File: src/rtl/ikbd_sci_if.sv
// Parallel-side handshake bundle of the IKBD serial interface: TX holding-register
// offer/accept plus RX data, valid/ack and error flags.
interface ikbd_sci_if;
    logic [7:0] tx_data;
    logic       tx_valid;
    logic       tx_ready;
    logic       tx_busy;
    logic [7:0] rx_data;
    logic       rx_valid;
    logic       rx_ack;
    logic       rx_overrun;
    logic       rx_frame_err;

    modport master (
        output tx_data, tx_valid, rx_ack,
        input  tx_ready, tx_busy, rx_data, rx_valid, rx_overrun, rx_frame_err
    );

    modport slave (
        input  tx_data, tx_valid, rx_ack,
        output tx_ready, tx_busy, rx_data, rx_valid, rx_overrun, rx_frame_err
    );
endinterface

File: src/rtl/ikbd_sci.sv
// Full-duplex 8N1 serial link to the keyboard ACIA: 16x oversampled receiver with
// overrun/framing flags, transmitter with a one-byte holding register in front of the shifter.
module ikbd_sci #(
    parameter int BIT_CLKS = 1024
) (
    input  logic       clk,
    input  logic       reset_n,
    input  logic       ser_in,
    output logic       ser_out,
    ikbd_sci_if.slave  bus
);
    localparam int TICK_DIV = BIT_CLKS / 16;
    localparam int TW = (TICK_DIV > 1) ? $clog2(TICK_DIV) : 1;
    localparam logic [TW-1:0] TICK_LAST = TW'(TICK_DIV - 1);
    localparam int BW = $clog2(BIT_CLKS);
    localparam logic [BW-1:0] BIT_LAST = BW'(BIT_CLKS - 1);

    typedef enum logic [1:0] {
        RX_IDLE  = 2'd0,
        RX_START = 2'd1,
        RX_DATA  = 2'd2,
        RX_STOP  = 2'd3
    } rx_state_e;

    typedef enum logic [1:0] {
        TX_IDLE  = 2'd0,
        TX_START = 2'd1,
        TX_DATA  = 2'd2,
        TX_STOP  = 2'd3
    } tx_state_e;

    logic          sync1_q, sync2_q;
    logic [TW-1:0] tick_cnt_q, tick_cnt_d;
    logic          tick_s;

    rx_state_e     rx_state_q, rx_state_d;
    logic [3:0]    rx_sub_q, rx_sub_d;
    logic [2:0]    rx_bit_q, rx_bit_d;
    logic [7:0]    rx_shift_q, rx_shift_d;
    logic          rx_armed_q, rx_armed_d;
    logic [7:0]    rx_data_q, rx_data_d;
    logic          rx_valid_q, rx_valid_d;
    logic          rx_ovr_q, rx_ovr_d;
    logic          rx_ferr_q, rx_ferr_d;
    logic          ack_s;

    tx_state_e     tx_state_q, tx_state_d;
    logic [BW-1:0] tx_timer_q, tx_timer_d;
    logic [2:0]    tx_idx_q, tx_idx_d;
    logic [7:0]    tx_shift_q, tx_shift_d;
    logic [7:0]    tx_hold_q, tx_hold_d;
    logic          tx_ready_q, tx_ready_d;
    logic          tx_busy_q, tx_busy_d;
    logic          ser_q, ser_d;
    logic          accept_s, timer_end_s;

    assign tick_s      = (tick_cnt_q == TICK_LAST);
    assign tick_cnt_d  = tick_s ? {TW{1'b0}} : (tick_cnt_q + TW'(1));
    assign ack_s       = bus.rx_ack && rx_valid_q;
    assign accept_s    = bus.tx_valid && tx_ready_q;
    assign timer_end_s = (tx_timer_q == BIT_LAST);

    // Line synchronizer and free-running oversample tick divider
    always_ff @(posedge clk or negedge reset_n) begin
        if (!reset_n) begin
            sync1_q    <= 1'b1;
            sync2_q    <= 1'b1;
            tick_cnt_q <= {TW{1'b0}};
        end else begin
            sync1_q    <= ser_in;
            sync2_q    <= sync1_q;
            tick_cnt_q <= tick_cnt_d;
        end
    end

    // Receiver next-state: the armed flag blocks a held-low break from retriggering
    always_comb begin
        rx_state_d = rx_state_q;
        rx_sub_d   = rx_sub_q;
        rx_bit_d   = rx_bit_q;
        rx_shift_d = rx_shift_q;
        rx_armed_d = rx_armed_q;
        rx_data_d  = rx_data_q;
        rx_valid_d = rx_valid_q;
        rx_ovr_d   = rx_ovr_q;
        rx_ferr_d  = rx_ferr_q;
        if (ack_s) begin
            rx_valid_d = 1'b0;
            rx_ovr_d   = 1'b0;
        end else begin
            rx_valid_d = rx_valid_q;
        end
        if (tick_s) begin
            case (rx_state_q)
                RX_IDLE: begin
                    if (!sync2_q && rx_armed_q) begin
                        rx_state_d = RX_START;
                        rx_sub_d   = 4'd7;
                        rx_armed_d = 1'b0;
                    end else if (sync2_q) begin
                        rx_armed_d = 1'b1;
                    end else begin
                        rx_armed_d = rx_armed_q;
                    end
                end
                RX_START: begin
                    if (rx_sub_q == 4'd0) begin
                        if (!sync2_q) begin
                            rx_state_d = RX_DATA;
                            rx_sub_d   = 4'd15;
                            rx_bit_d   = 3'd0;
                        end else begin
                            rx_state_d = RX_IDLE;
                            rx_armed_d = 1'b1;
                        end
                    end else begin
                        rx_sub_d = rx_sub_q - 4'd1;
                    end
                end
                RX_DATA: begin
                    if (rx_sub_q == 4'd0) begin
                        rx_shift_d = {sync2_q, rx_shift_q[7:1]};
                        rx_sub_d   = 4'd15;
                        rx_bit_d   = rx_bit_q + 3'd1;
                        if (rx_bit_q == 3'd7) begin
                            rx_state_d = RX_STOP;
                        end else begin
                            rx_state_d = RX_DATA;
                        end
                    end else begin
                        rx_sub_d = rx_sub_q - 4'd1;
                    end
                end
                RX_STOP: begin
                    if (rx_sub_q == 4'd0) begin
                        rx_state_d = RX_IDLE;
                        rx_armed_d = sync2_q;
                        if (!sync2_q) begin
                            rx_ferr_d = 1'b1;
                        end else if (!rx_valid_q || ack_s) begin
                            rx_data_d  = rx_shift_q;
                            rx_valid_d = 1'b1;
                            rx_ferr_d  = 1'b0;
                        end else begin
                            rx_ovr_d = 1'b1;
                        end
                    end else begin
                        rx_sub_d = rx_sub_q - 4'd1;
                    end
                end
                default: rx_state_d = RX_IDLE;
            endcase
        end else begin
            rx_state_d = rx_state_q;
        end
    end

    // Receiver state and result registers
    always_ff @(posedge clk or negedge reset_n) begin
        if (!reset_n) begin
            rx_state_q <= RX_IDLE;
            rx_sub_q   <= 4'd0;
            rx_bit_q   <= 3'd0;
            rx_shift_q <= 8'h00;
            rx_armed_q <= 1'b0;
            rx_data_q  <= 8'h00;
            rx_valid_q <= 1'b0;
            rx_ovr_q   <= 1'b0;
            rx_ferr_q  <= 1'b0;
        end else begin
            rx_state_q <= rx_state_d;
            rx_sub_q   <= rx_sub_d;
            rx_bit_q   <= rx_bit_d;
            rx_shift_q <= rx_shift_d;
            rx_armed_q <= rx_armed_d;
            rx_data_q  <= rx_data_d;
            rx_valid_q <= rx_valid_d;
            rx_ovr_q   <= rx_ovr_d;
            rx_ferr_q  <= rx_ferr_d;
        end
    end

    // Transmitter next-state: a full holding register at end of stop chains straight into a start bit
    always_comb begin
        tx_state_d = tx_state_q;
        tx_timer_d = tx_timer_q;
        tx_idx_d   = tx_idx_q;
        tx_shift_d = tx_shift_q;
        tx_hold_d  = tx_hold_q;
        tx_ready_d = tx_ready_q;
        tx_busy_d  = tx_busy_q;
        ser_d      = ser_q;
        if (accept_s) begin
            tx_hold_d  = bus.tx_data;
            tx_ready_d = 1'b0;
        end else begin
            tx_hold_d = tx_hold_q;
        end
        case (tx_state_q)
            TX_IDLE: begin
                if (!tx_ready_q) begin
                    tx_shift_d = tx_hold_q;
                    tx_ready_d = 1'b1;
                    ser_d      = 1'b0;
                    tx_busy_d  = 1'b1;
                    tx_timer_d = {BW{1'b0}};
                    tx_state_d = TX_START;
                end else begin
                    tx_state_d = TX_IDLE;
                end
            end
            TX_START: begin
                if (timer_end_s) begin
                    tx_timer_d = {BW{1'b0}};
                    ser_d      = tx_shift_q[0];
                    tx_shift_d = {1'b0, tx_shift_q[7:1]};
                    tx_idx_d   = 3'd0;
                    tx_state_d = TX_DATA;
                end else begin
                    tx_timer_d = tx_timer_q + BW'(1);
                end
            end
            TX_DATA: begin
                if (timer_end_s) begin
                    tx_timer_d = {BW{1'b0}};
                    if (tx_idx_q == 3'd7) begin
                        ser_d      = 1'b1;
                        tx_state_d = TX_STOP;
                    end else begin
                        ser_d      = tx_shift_q[0];
                        tx_shift_d = {1'b0, tx_shift_q[7:1]};
                        tx_idx_d   = tx_idx_q + 3'd1;
                    end
                end else begin
                    tx_timer_d = tx_timer_q + BW'(1);
                end
            end
            TX_STOP: begin
                if (timer_end_s) begin
                    tx_timer_d = {BW{1'b0}};
                    if (!tx_ready_q) begin
                        tx_shift_d = tx_hold_q;
                        tx_ready_d = 1'b1;
                        ser_d      = 1'b0;
                        tx_state_d = TX_START;
                    end else begin
                        ser_d      = 1'b1;
                        tx_busy_d  = 1'b0;
                        tx_state_d = TX_IDLE;
                    end
                end else begin
                    tx_timer_d = tx_timer_q + BW'(1);
                end
            end
            default: tx_state_d = TX_IDLE;
        endcase
    end

    // Transmitter state, holding register and line flop
    always_ff @(posedge clk or negedge reset_n) begin
        if (!reset_n) begin
            tx_state_q <= TX_IDLE;
            tx_timer_q <= {BW{1'b0}};
            tx_idx_q   <= 3'd0;
            tx_shift_q <= 8'h00;
            tx_hold_q  <= 8'h00;
            tx_ready_q <= 1'b1;
            tx_busy_q  <= 1'b0;
            ser_q      <= 1'b1;
        end else begin
            tx_state_q <= tx_state_d;
            tx_timer_q <= tx_timer_d;
            tx_idx_q   <= tx_idx_d;
            tx_shift_q <= tx_shift_d;
            tx_hold_q  <= tx_hold_d;
            tx_ready_q <= tx_ready_d;
            tx_busy_q  <= tx_busy_d;
            ser_q      <= ser_d;
        end
    end

    assign ser_out          = ser_q;
    assign bus.tx_ready     = tx_ready_q;
    assign bus.tx_busy      = tx_busy_q;
    assign bus.rx_data      = rx_data_q;
    assign bus.rx_valid     = rx_valid_q;
    assign bus.rx_overrun   = rx_ovr_q;
    assign bus.rx_frame_err = rx_ferr_q;
endmodule

File: src/flat_wrapper.sv
// flat-port wrapper written by rule: the top's interface ports become plain ports
module ikbd_sci_flat 
#(
    parameter int BIT_CLKS = 1024
)
  (clk, reset_n, ser_in, ser_out, bus_tx_data, bus_tx_valid, bus_rx_ack, bus_tx_ready, bus_tx_busy, bus_rx_data, bus_rx_valid, bus_rx_overrun, bus_rx_frame_err);
  ikbd_sci_if bus_i ();
  input  logic clk;
  input  logic reset_n;
  input  logic ser_in;
  output logic ser_out;
  input wire logic [$bits(bus_i.tx_data)-1:0] bus_tx_data;
  input wire logic [$bits(bus_i.tx_valid)-1:0] bus_tx_valid;
  input wire logic [$bits(bus_i.rx_ack)-1:0] bus_rx_ack;
  output wire logic [$bits(bus_i.tx_ready)-1:0] bus_tx_ready;
  output wire logic [$bits(bus_i.tx_busy)-1:0] bus_tx_busy;
  output wire logic [$bits(bus_i.rx_data)-1:0] bus_rx_data;
  output wire logic [$bits(bus_i.rx_valid)-1:0] bus_rx_valid;
  output wire logic [$bits(bus_i.rx_overrun)-1:0] bus_rx_overrun;
  output wire logic [$bits(bus_i.rx_frame_err)-1:0] bus_rx_frame_err;
  assign bus_i.tx_data = bus_tx_data;
  assign bus_i.tx_valid = bus_tx_valid;
  assign bus_i.rx_ack = bus_rx_ack;
  assign bus_tx_ready = bus_i.tx_ready;
  assign bus_tx_busy = bus_i.tx_busy;
  assign bus_rx_data = bus_i.rx_data;
  assign bus_rx_valid = bus_i.rx_valid;
  assign bus_rx_overrun = bus_i.rx_overrun;
  assign bus_rx_frame_err = bus_i.rx_frame_err;
  ikbd_sci #(.BIT_CLKS(BIT_CLKS)) u_core (.clk(clk), .reset_n(reset_n), .ser_in(ser_in), .ser_out(ser_out), .bus(bus_i));
endmodule
File: config.mk
export PLATFORM = sky130hd
export DESIGN_NAME = ikbd_sci_flat
export DESIGN_NICKNAME = d
export VERILOG_FILES = /design/src/rtl/ikbd_sci_if.sv /design/src/rtl/ikbd_sci.sv /design/src/flat_wrapper.sv
export SDC_FILE = /design/constraint.sdc
export NUM_CORES = 1
export LEC_CHECK = 0
export ABC_AREA = 1
export BUFFER_PORTS_ARGS = -buffer_cell sky130_fd_sc_hd__buf_2
export CELL_PAD_IN_SITES_DETAIL_PLACEMENT = 0
export CELL_PAD_IN_SITES_GLOBAL_PLACEMENT = 1
export CORE_ASPECT_RATIO = 0.75
export CORE_MARGIN = 4
export CORE_UTILIZATION = 51
export CTS_BUF_LIST = sky130_fd_sc_hd__clkbuf_8
export DETAILED_ROUTE_END_ITERATION = 6
export GPL_TIMING_DRIVEN = 0
export PLACE_DENSITY_LB_ADDON = 0.05
export SLEW_MARGIN = 30
export SYNTH_ARGS = -nofsm -noshare
export SYNTH_HDL_FRONTEND = slang
export SYNTH_SLANG_ARGS = --single-unit
export TNS_END_PERCENT = 20
File: constraint.sdc
create_clock -name clk -period 2.7 [get_ports clk]
set_clock_uncertainty 0.15 [all_clocks]
set_input_delay 0.54 -clock clk [delete_from_list [all_inputs] [get_ports clk]]
set_output_delay 0.54 -clock clk [all_outputs]
set_load 0.01 [all_outputs]
==> results_dict.tcl, run 1 <==
set metrics [dict create \
    timing_hold_violations_final 0 \
    grt_pass1_wl_mm 11.8 \
    place_congestion 0.793 \
    worst-slew-pin-transition_ns 0.469 \
    hold_path.class "in2reg" \
    worstRegToRegCells 7 \
    route.detailed.drc 0 \
    timing.max_slew.rel_slack 0.688 \
    cts_max_level 3 \
    clk-insertion-delay-late_ns 0.34 \
    timing.fmax_mhz 500 \
    period_needed_ns 2.00 \
    synth.distinct_cells 33 \
    synth_edf_count 0 \
    setup_viol 0 \
    place.detailed.hpwl_mm 4.78 \
    grt_use_met1 0.243 \
    drt-pass1-iter-count 4 \
    drv.max_cap_violation_count 0 \
    post_cts_buffers 0 \
    reg2reg_from "u_core.tx_state_q[1]" \
    final_layout_size_suffix_gt1_frac 0.160 \
    post_syn_nets 460 \
    netlist_top_cells_area "sky130_fd_sc_hd__dfrtp_1 47%, sky130_fd_sc_hd__nand2_1 15%, sky130_fd_sc_hd__ha_1 5.9%" \
    timing.critical_path.slowest_stage_cell "sky130_fd_sc_hd__dfrtp_1" \
    worst_path_most_repeated_cell "sky130_fd_sc_hd__nand2_1" \
    period_share 0.740 \
    yosys_register_bits 71 \
    syn_area_sq_um 3600 \
    finish.cell_count_without_fillers 558 \
    grt_antenna_before_repair 0 \
    route.detailed.wl_per_inst_um 12.0 \
    yosysTopAreaCellShare 0.466 \
    drt_iter0_markers 118 \
    synth_seq_area_share 0.495 \
    worstPathCellList "inv_1 -> ha_1 -> nor2_1 -> a21oi_2 -> nand2_1 -> nand2_1 -> nand2_1" \
    core.rowCount 26 \
    biggest_area_consumer_among_synthesized_cells "sky130_fd_sc_hd__dfrtp_1" \
    hp-start "ser_in" \
    critPathRequiredTime_ns 2.78 \
    worst_path_largest_cell_delay_ns 0.41 \
    vdd_ir_drop_max_v 0.000309 \
    utilization 0.596 \
    die_area_sq_um 8470 \
    syn-instance-count 430 \
    via_count 2739 \
    design.final.nets 499 \
    power-per-cell-area_nw_per_um2 514 \
    height_of_the_die_um 80.7 \
    p_leak_nw 2.10 \
    clkSlewWorstSetupHoldPaths_ns 0.07 \
    globalRouteOverflowTotal 0 \
    setup.worst_path.end "u_core.tx_shift_q[7]" \
    placed_cells 541 \
    flow.area_growth_from_synthesis_pct 13.2 \
    track_usage 0.174 \
    worst_setup_path_start_kind "flop" \
    totalWireLength_mm 6.71 \
    critical_path.endpoint_type "flop" \
    hold_slack_ns 0.155 \
    rsz0062_at_grt "false" \
    fin_setup_tns_ns 0 \
    worstPathMaxFanout 9 \
    worstReg2RegEnd "u_core.tx_shift_q[7]" \
    fp.coreArea_sq_um 6830 \
    port-buffer-count 26 \
    diodes 0 \
    io_pins 27 \
    num-fill-cells 623 \
    dominantRegCellSynth "sky130_fd_sc_hd__dfrtp_1" \
    ant_nets 0 \
    cts_tree "yes" \
    global_route.peak_usage_layer "met2" \
    grt.met3_usage 0.0482 \
    initial_core_util 0.526 \
    cp.arrival_ns 2.07 \
    status "complete, no violations" \
    worst-setup-path-type "reg2reg" \
    inserted_clock_buffers 9 \
    chipWidth_um 105 \
    yosys.cell_count.top_type "sky130_fd_sc_hd__nand2_1" \
    syn_area_per_cell_sq_um 8.36 \
    slew_violations 0 \
    worstSetupStartpoint "u_core.tx_state_q[1]" \
    drt-vias-per-instance 4.91 \
    yosys-top-cells-count "145 x sky130_fd_sc_hd__nand2_1, 67 x sky130_fd_sc_hd__dfrtp_1, 51 x sky130_fd_sc_hd__inv_1" \
    synth-warning-count 0 \
    async_flop_share 1.00 \
    maximum_number_of_pins_on_one_net_before_global_route_repair 39 \
    vias_in_the_first_global_route 2589 \
    groute.layer.met2.usage 0.266 \
    reg_to_reg_slack_setup_ns 0.70 \
    tritoncts_num_sinks 71 \
    cell_at_the_root_of_the_clock_tree "sky130_fd_sc_hd__clkbuf_8" \
    clock_tree.buffer_depth 2 \
]
-- through the flow --
| step | instance area [sq um] | power, mW | setup slack, ns |
|---|---|---|---|
| after floorplan | 3600 | 1.19 | 0.979 |
| after global placement | 3830 | 1.23 | 0.512 |
| after detailed placement | 3850 | 1.25 | 0.713 |
| after CTS | 4070 | 2.13 | 0.695 |
| after global routing | 4070 | 2.19 | 0.515 |
| final | 4070 | 2.09 | 0.702 |
-- report_power, final --
part	leakage (nW)	internal, mW	switching, mW
Combinational	1.13	0.0436	0.0430
Clock	0.0993	0.457	0.407
Sequential	0.872	1.11	0.0278
-- flip-flops by register name, indices dropped and copies added (netlist names), 3 cells and up, named ones only --
| register | count |
|---|---|
| u_core.rx_shift_q | 8 |
| u_core.bus.rx_data | 8 |
| u_core.rx_sub_q | 4 |
| u_core.rx_bit_q | 3 |
| u_core.tx_idx_q | 3 |
| u_core.tx_shift_q | 8 |
| u_core.tick_cnt_q | 6 |
| u_core.tx_timer_q | 10 |
| u_core.tx_hold_q | 8 |
-- per-layer routing --
| metal | up-vias | part of all wire |
|---|---|---|
| met5 | - | 0 |
| met4 | 0 | 0.0040 |
| met3 | 2 | 0.031 |
| met2 | 44 | 0.44 |
| met1 | 1247 | 0.53 |
| li1 | 1446 | - |
-- cell families (layout without fill, tap and decap cells) --
group | Yosys count | after routing | share of synthesized area
adders and majority gates | 17 | 17 | 0.0591
muxes | 7 | 7 | 0.0219
DFF | 71 | 71 | 0.495
buffers and inverters | 57 | 101 | 0.0626
xor gates and xnor gates | 6 | 6 | 0.0146
AOI/OAI and AO/OA | 46 | 46 | 0.0706
and+or+nand+nor | 226 | 226 | 0.276
-- repair_timing --
action,CTS,global route
endpoints found under the hold margin,13,0
hold buffers,1,0
gates resized for setup,0,0
setup endpoints to repair,0,0
-- final cells by class --
class | count | area [sq um] | share of cell area
sequential | 71 | 1780 | 0.438
multi-input combinational | 302 | 1590 | 0.391
inverter | 53 | 199 | 0.0489
timing repair buffer | 28 | 163 | 0.0400
clock buffer | 10 | 138 | 0.0338
tap | 84 | 105 | 0.0258
clock inverter | 6 | 67.6 | 0.0166
buffer | 4 | 26.3 | 0.00646
-- layout by cell type, fill, tap and decap left out, types with 4 or more instances in the layout --
| cell | synthesis | layout |
|---|---|---|
| sky130_fd_sc_hd__a21oi_1 | 6 | 6 |
| sky130_fd_sc_hd__buf_2 | 0 | 25 |
| sky130_fd_sc_hd__clkbuf_8 | 0 | 10 |
| sky130_fd_sc_hd__dfrtp_1 | 67 | 67 |
| sky130_fd_sc_hd__dfstp_2 | 4 | 4 |
| sky130_fd_sc_hd__ha_1 | 17 | 17 |
| sky130_fd_sc_hd__inv_1 | 51 | 51 |
| sky130_fd_sc_hd__mux2_2 | 7 | 7 |
| sky130_fd_sc_hd__nand2_1 | 145 | 145 |
| sky130_fd_sc_hd__nand2_2 | 4 | 4 |
| sky130_fd_sc_hd__nand3_1 | 36 | 36 |
| sky130_fd_sc_hd__nand4_1 | 4 | 4 |
| sky130_fd_sc_hd__nor2_1 | 23 | 23 |
| sky130_fd_sc_hd__o21ai_0 | 25 | 25 |
| sky130_fd_sc_hd__o21ai_1 | 7 | 7 |
| sky130_fd_sc_hd__or2_2 | 5 | 5 |
| sky130_fd_sc_hd__xor2_1 | 4 | 4 |
-- worst min path at each step --
stage / to / slack [ns] / depth (start not counted)
finish: u_core.sync1_q / 0.15 / 1
global route: u_core.sync1_q / 0.12 / 1
CTS: u_core.sync1_q / 0.14 / 1
detailed placement: u_core.sync2_q / 0.20 / 0
global placement: u_core.sync2_q / 0.20 / 0
floorplan: asynchronous set/reset pin / 0.09 / 0
-- worst max-delay path, delay by kind of cell (launching register included) --
| kind | cells | cell delay (ns) |
|---|---|---|
| compound gates | 1 | 0.35 |
| fa+ha+maj | 1 | 0.33 |
| buf+inv | 1 | 0.08 |
| flops | 1 | 0.41 |
| simple gates | 4 | 0.57 |
No activity file was read; power rests on OpenSTA's default activity.
==> run 2, diff against run 1 <==
--- a/config.mk
+++ b/config.mk
@@ -5,13 +5,13 @@
 export SDC_FILE = /design/constraint.sdc
 export NUM_CORES = 1
 export LEC_CHECK = 0
-export ABC_AREA = 1
+export ABC_AREA = 0
 export BUFFER_PORTS_ARGS = -buffer_cell sky130_fd_sc_hd__buf_2
 export CELL_PAD_IN_SITES_DETAIL_PLACEMENT = 0
 export CELL_PAD_IN_SITES_GLOBAL_PLACEMENT = 1
 export CORE_ASPECT_RATIO = 0.75
 export CORE_MARGIN = 4
-export CORE_UTILIZATION = 51
+export CORE_UTILIZATION = 45
 export CTS_BUF_LIST = sky130_fd_sc_hd__clkbuf_8
 export DETAILED_ROUTE_END_ITERATION = 6
 export GPL_TIMING_DRIVEN = 0
==> constraint.sdc (replaced) <==
create_clock -name clk -period 1.75 [get_ports clk]
set_clock_uncertainty 0.15 [all_clocks]
set_input_delay 0.35 -clock clk [delete_from_list [all_inputs] [get_ports clk]]
set_output_delay 0.35 -clock clk [all_outputs]
set_load 0.01 [all_outputs]
==> run 2 against run 1 <==
Design area rose by 5.1%. Cell count fell by 16%. Count of clock-buffer cells in the layout rose by 1. Critical path type unchanged. Synthesized cell count fell by 28%. Combinational power rose by 79%. Largest cell class unchanged. The flow now finishes with violations (negative setup slack). Sequential share of layout area fell by 2.1 points. Routed wire length rose by 6.0%. Sequential cell count did not move.
==> results_dict.tcl, run 2 <==
set metrics [dict create \
    syn_area_per_cell_sq_um 11.3 \
    yosys-top-cells-count "67 x sky130_fd_sc_hd__dfrtp_1, 40 x sky130_fd_sc_hd__mux2_2, 19 x sky130_fd_sc_hd__nor2_1, 19 x sky130_fd_sc_hd__o21ai_0, 18 x sky130_fd_sc_hd__nand2_1" \
    drt-vias-per-instance 5.28 \
    tritoncts_num_sinks 71 \
    placed_cells 437 \
    ant_nets 0 \
    drv.max_cap_violation_count 0 \
    place.detailed.hpwl_mm 4.65 \
    finish.cell_count_without_fillers 466 \
    worstReg2RegEnd "u_core.bus.rx_data[1]" \
    async_flop_share 1.00 \
    clkSlewWorstSetupHoldPaths_ns 0.07 \
    chipWidth_um 110 \
    inserted_clock_buffers 9 \
    grt_pass1_wl_mm 12.3 \
    final_layout_size_suffix_gt1_frac 0.364 \
    cp.arrival_ns 2.25 \
    io_pins 27 \
    worst-setup-path-type "reg2reg" \
    fp.coreArea_sq_um 7430 \
    syn-instance-count 309 \
    rsz0062_at_grt "true" \
    die_area_sq_um 9240 \
    worstRegToRegCells 7 \
    global_route.peak_usage_layer "met1" \
    period_needed_ns 2.16 \
    layout.cells.most_common "sky130_fd_sc_hd__dfrtp_1" \
    final_cell_mix "65 x sky130_fd_sc_hd__dfrtp_1, 38 x sky130_fd_sc_hd__mux2_2, 26 x sky130_fd_sc_hd__buf_2, 17 x sky130_fd_sc_hd__nor2_1, 15 x sky130_fd_sc_hd__nand2_1" \
    timing.fmax_mhz 462 \
    worst-slew-pin-transition_ns 0.496 \
    dominantRegCellSynth "sky130_fd_sc_hd__dfrtp_1" \
    synth-warning-count 0 \
    yosys_register_bits 71 \
    regMostFlops "u_core.tx_timer_q" \
    hold_slack_ns 0.0597 \
    height_of_the_die_um 84.3 \
    grt_antenna_before_repair 0 \
    globalRouteOverflowTotal 0 \
    diodes 0 \
    hold-path-endpoint "u_core.bus.rx_overrun" \
    num-fill-cells 638 \
    syn_area_sq_um 3490 \
    cell_depth_of_the_worst_hold_path 2 \
    initial_core_util 0.470 \
    grt_use_met1 0.255 \
    place_congestion 0.804 \
    cts_max_level 3 \
    cts_tree "yes" \
    synth.distinct_cells 47 \
    hold_path.class "in2reg" \
    reg_to_reg_slack_setup_ns -0.41 \
    drt_iter0_markers 93 \
    yosys.cell_count.top_type "sky130_fd_sc_hd__dfrtp_1" \
    cell_at_the_root_of_the_clock_tree "sky130_fd_sc_hd__clkbuf_8" \
    totalWireLength_mm 7.11 \
    vias_in_the_first_global_route 2476 \
    timing_hold_violations_final 0 \
    netlist_top_cells_area "sky130_fd_sc_hd__dfrtp_1 48%, sky130_fd_sc_hd__mux2_2 13%, sky130_fd_sc_hd__ha_1 6.1%" \
    synth_edf_count 0 \
    reg2reg_from "u_core.rx_sub_q[0]" \
    critPathRequiredTime_ns 1.83 \
    placedInstanceArea_sq_um 3770 \
    report.power.total_mw 3.37 \
    p_leak_nw 2.09 \
    core.rowCount 27 \
    violations "negative setup slack" \
    grt.met3_usage 0.0669 \
    final_setup_margin_ns -0.414 \
    post_syn_nets 339 \
    vdd_ir_drop_max_v 0.000505 \
    worstPathMaxFanout 8 \
    place_ws_ns -0.624 \
    groute.layer.met2.usage 0.234 \
    critical_path.endpoint_type "flop" \
    stdcell_area_sq_um 4280 \
    slew_violations 0 \
    clock_tree.buffer_depth 2 \
    maximum_number_of_pins_on_one_net_before_global_route_repair 38 \
    synth_seq_area_share 0.510 \
    port-buffer-count 26 \
    drt-pass1-iter-count 4 \
    route.detailed.wl_per_inst_um 15.3 \
    hp-start "bus_rx_ack" \
    setup_viol 39 \
    via_count 2460 \
    route.detailed.drc 0 \
    design.final.nets 390 \
    clk-insertion-delay-late_ns 0.35 \
    biggest_area_consumer_among_synthesized_cells "sky130_fd_sc_hd__dfrtp_1" \
    utilization 0.576 \
    flow.area_growth_from_synthesis_pct 22.5 \
    track_usage 0.171 \
    status "complete, but fails checks" \
    period_share 1.24 \
    fin_setup_tns_ns -10.64 \
    flip_flop_count_of_the_largest_register_all_copies_and_words_added 10 \
    power-per-cell-area_nw_per_um2 789 \
    timing.max_slew.rel_slack 0.670 \
    yosysTopAreaCellShare 0.480 \
    worst_setup_path_start_kind "flop" \
]
run 2: changes by cell type after synthesis, sizes merged, moves of 5 or more:
cell,change
nand2,-132
inv,-39
mux2,+33
nand3,-22
o21ai,-14
nor2,-8
o31ai,+8
a22o,+6
nor3,+6
a21oi,+5
run 2: critical path, cell delays in order (launching register included):
cell,delay [ns]
sky130_fd_sc_hd__dfrtp_1,0.40
sky130_fd_sc_hd__inv_2,0.09
sky130_fd_sc_hd__ha_4,0.13
sky130_fd_sc_hd__or3b_1,0.35
sky130_fd_sc_hd__buf_6,0.14
sky130_fd_sc_hd__nor3_4,0.20
sky130_fd_sc_hd__nand4_4,0.23
sky130_fd_sc_hd__mux2_4,0.35
run 2: how the worst max path moves through the flow:
stage,startpoint,to,slack [ns],cells after the start
detailed placement,u_core.rx_sub_q[0],u_core.bus.rx_data[1],-0.62,7
finish,u_core.rx_sub_q[0],u_core.bus.rx_data[1],-0.41,7
floorplan,u_core.rx_sub_q[0],u_core.bus.rx_data[0],-0.38,7
global placement,u_core.rx_sub_q[0],u_core.bus.rx_data[0],-0.61,7
global route,u_core.rx_sub_q[1],u_core.bus.rx_data[1],-0.49,7
CTS,u_core.rx_sub_q[1],u_core.bus.rx_data[1],-0.44,7
run 2: cell families after synthesis:
| logic type | count (synthesis) | synth area share |
|---|---|---|
| mux | 44 | 0.141 |
| simple gates | 85 | 0.129 |
| fa+ha+maj | 17 | 0.0609 |
| compound gates | 65 | 0.123 |
| buf+inv | 23 | 0.0258 |
| flops | 71 | 0.510 |
| xor+xnor | 4 | 0.0100 |
run 2: report_power, final:
part           leakage, nW  internal [mW]  switching, mW
combinational         1.06         0.0799         0.0750
sequential           0.916           1.72         0.0385
clock                0.122          0.868          0.594
run 2: timing repair:
action | in CTS | in global routing
hold endpoints to repair | 35 | 0
cloned | 0 | 0
buffers inserted | 7 | 4
hold buffers | 2 | 0
pin swaps | 6 | 12
setup endpoints to repair | 63 | 52
gates resized for setup | 35 | 22
run 2: cell type report:
cell class	count	area [sq um]	share of cell area
buffer	10	71.3	0.0167
clock buffer	11	151	0.0354
clock inverter	5	72.6	0.0170
inverter	13	48.8	0.0114
multi-input combinational	215	1770	0.413
sequential	71	1780	0.417
tap	101	126	0.0295
timing repair buffer	40	255	0.0597
run 2: routing by layer:
layer,share of wire,wire [um],vias to the layer above
li1,-,-,1225
met1,0.53,3750,1185
met2,0.42,2970,39
met3,0.043,305,11
met4,0.012,87,0
met5,0,0,-
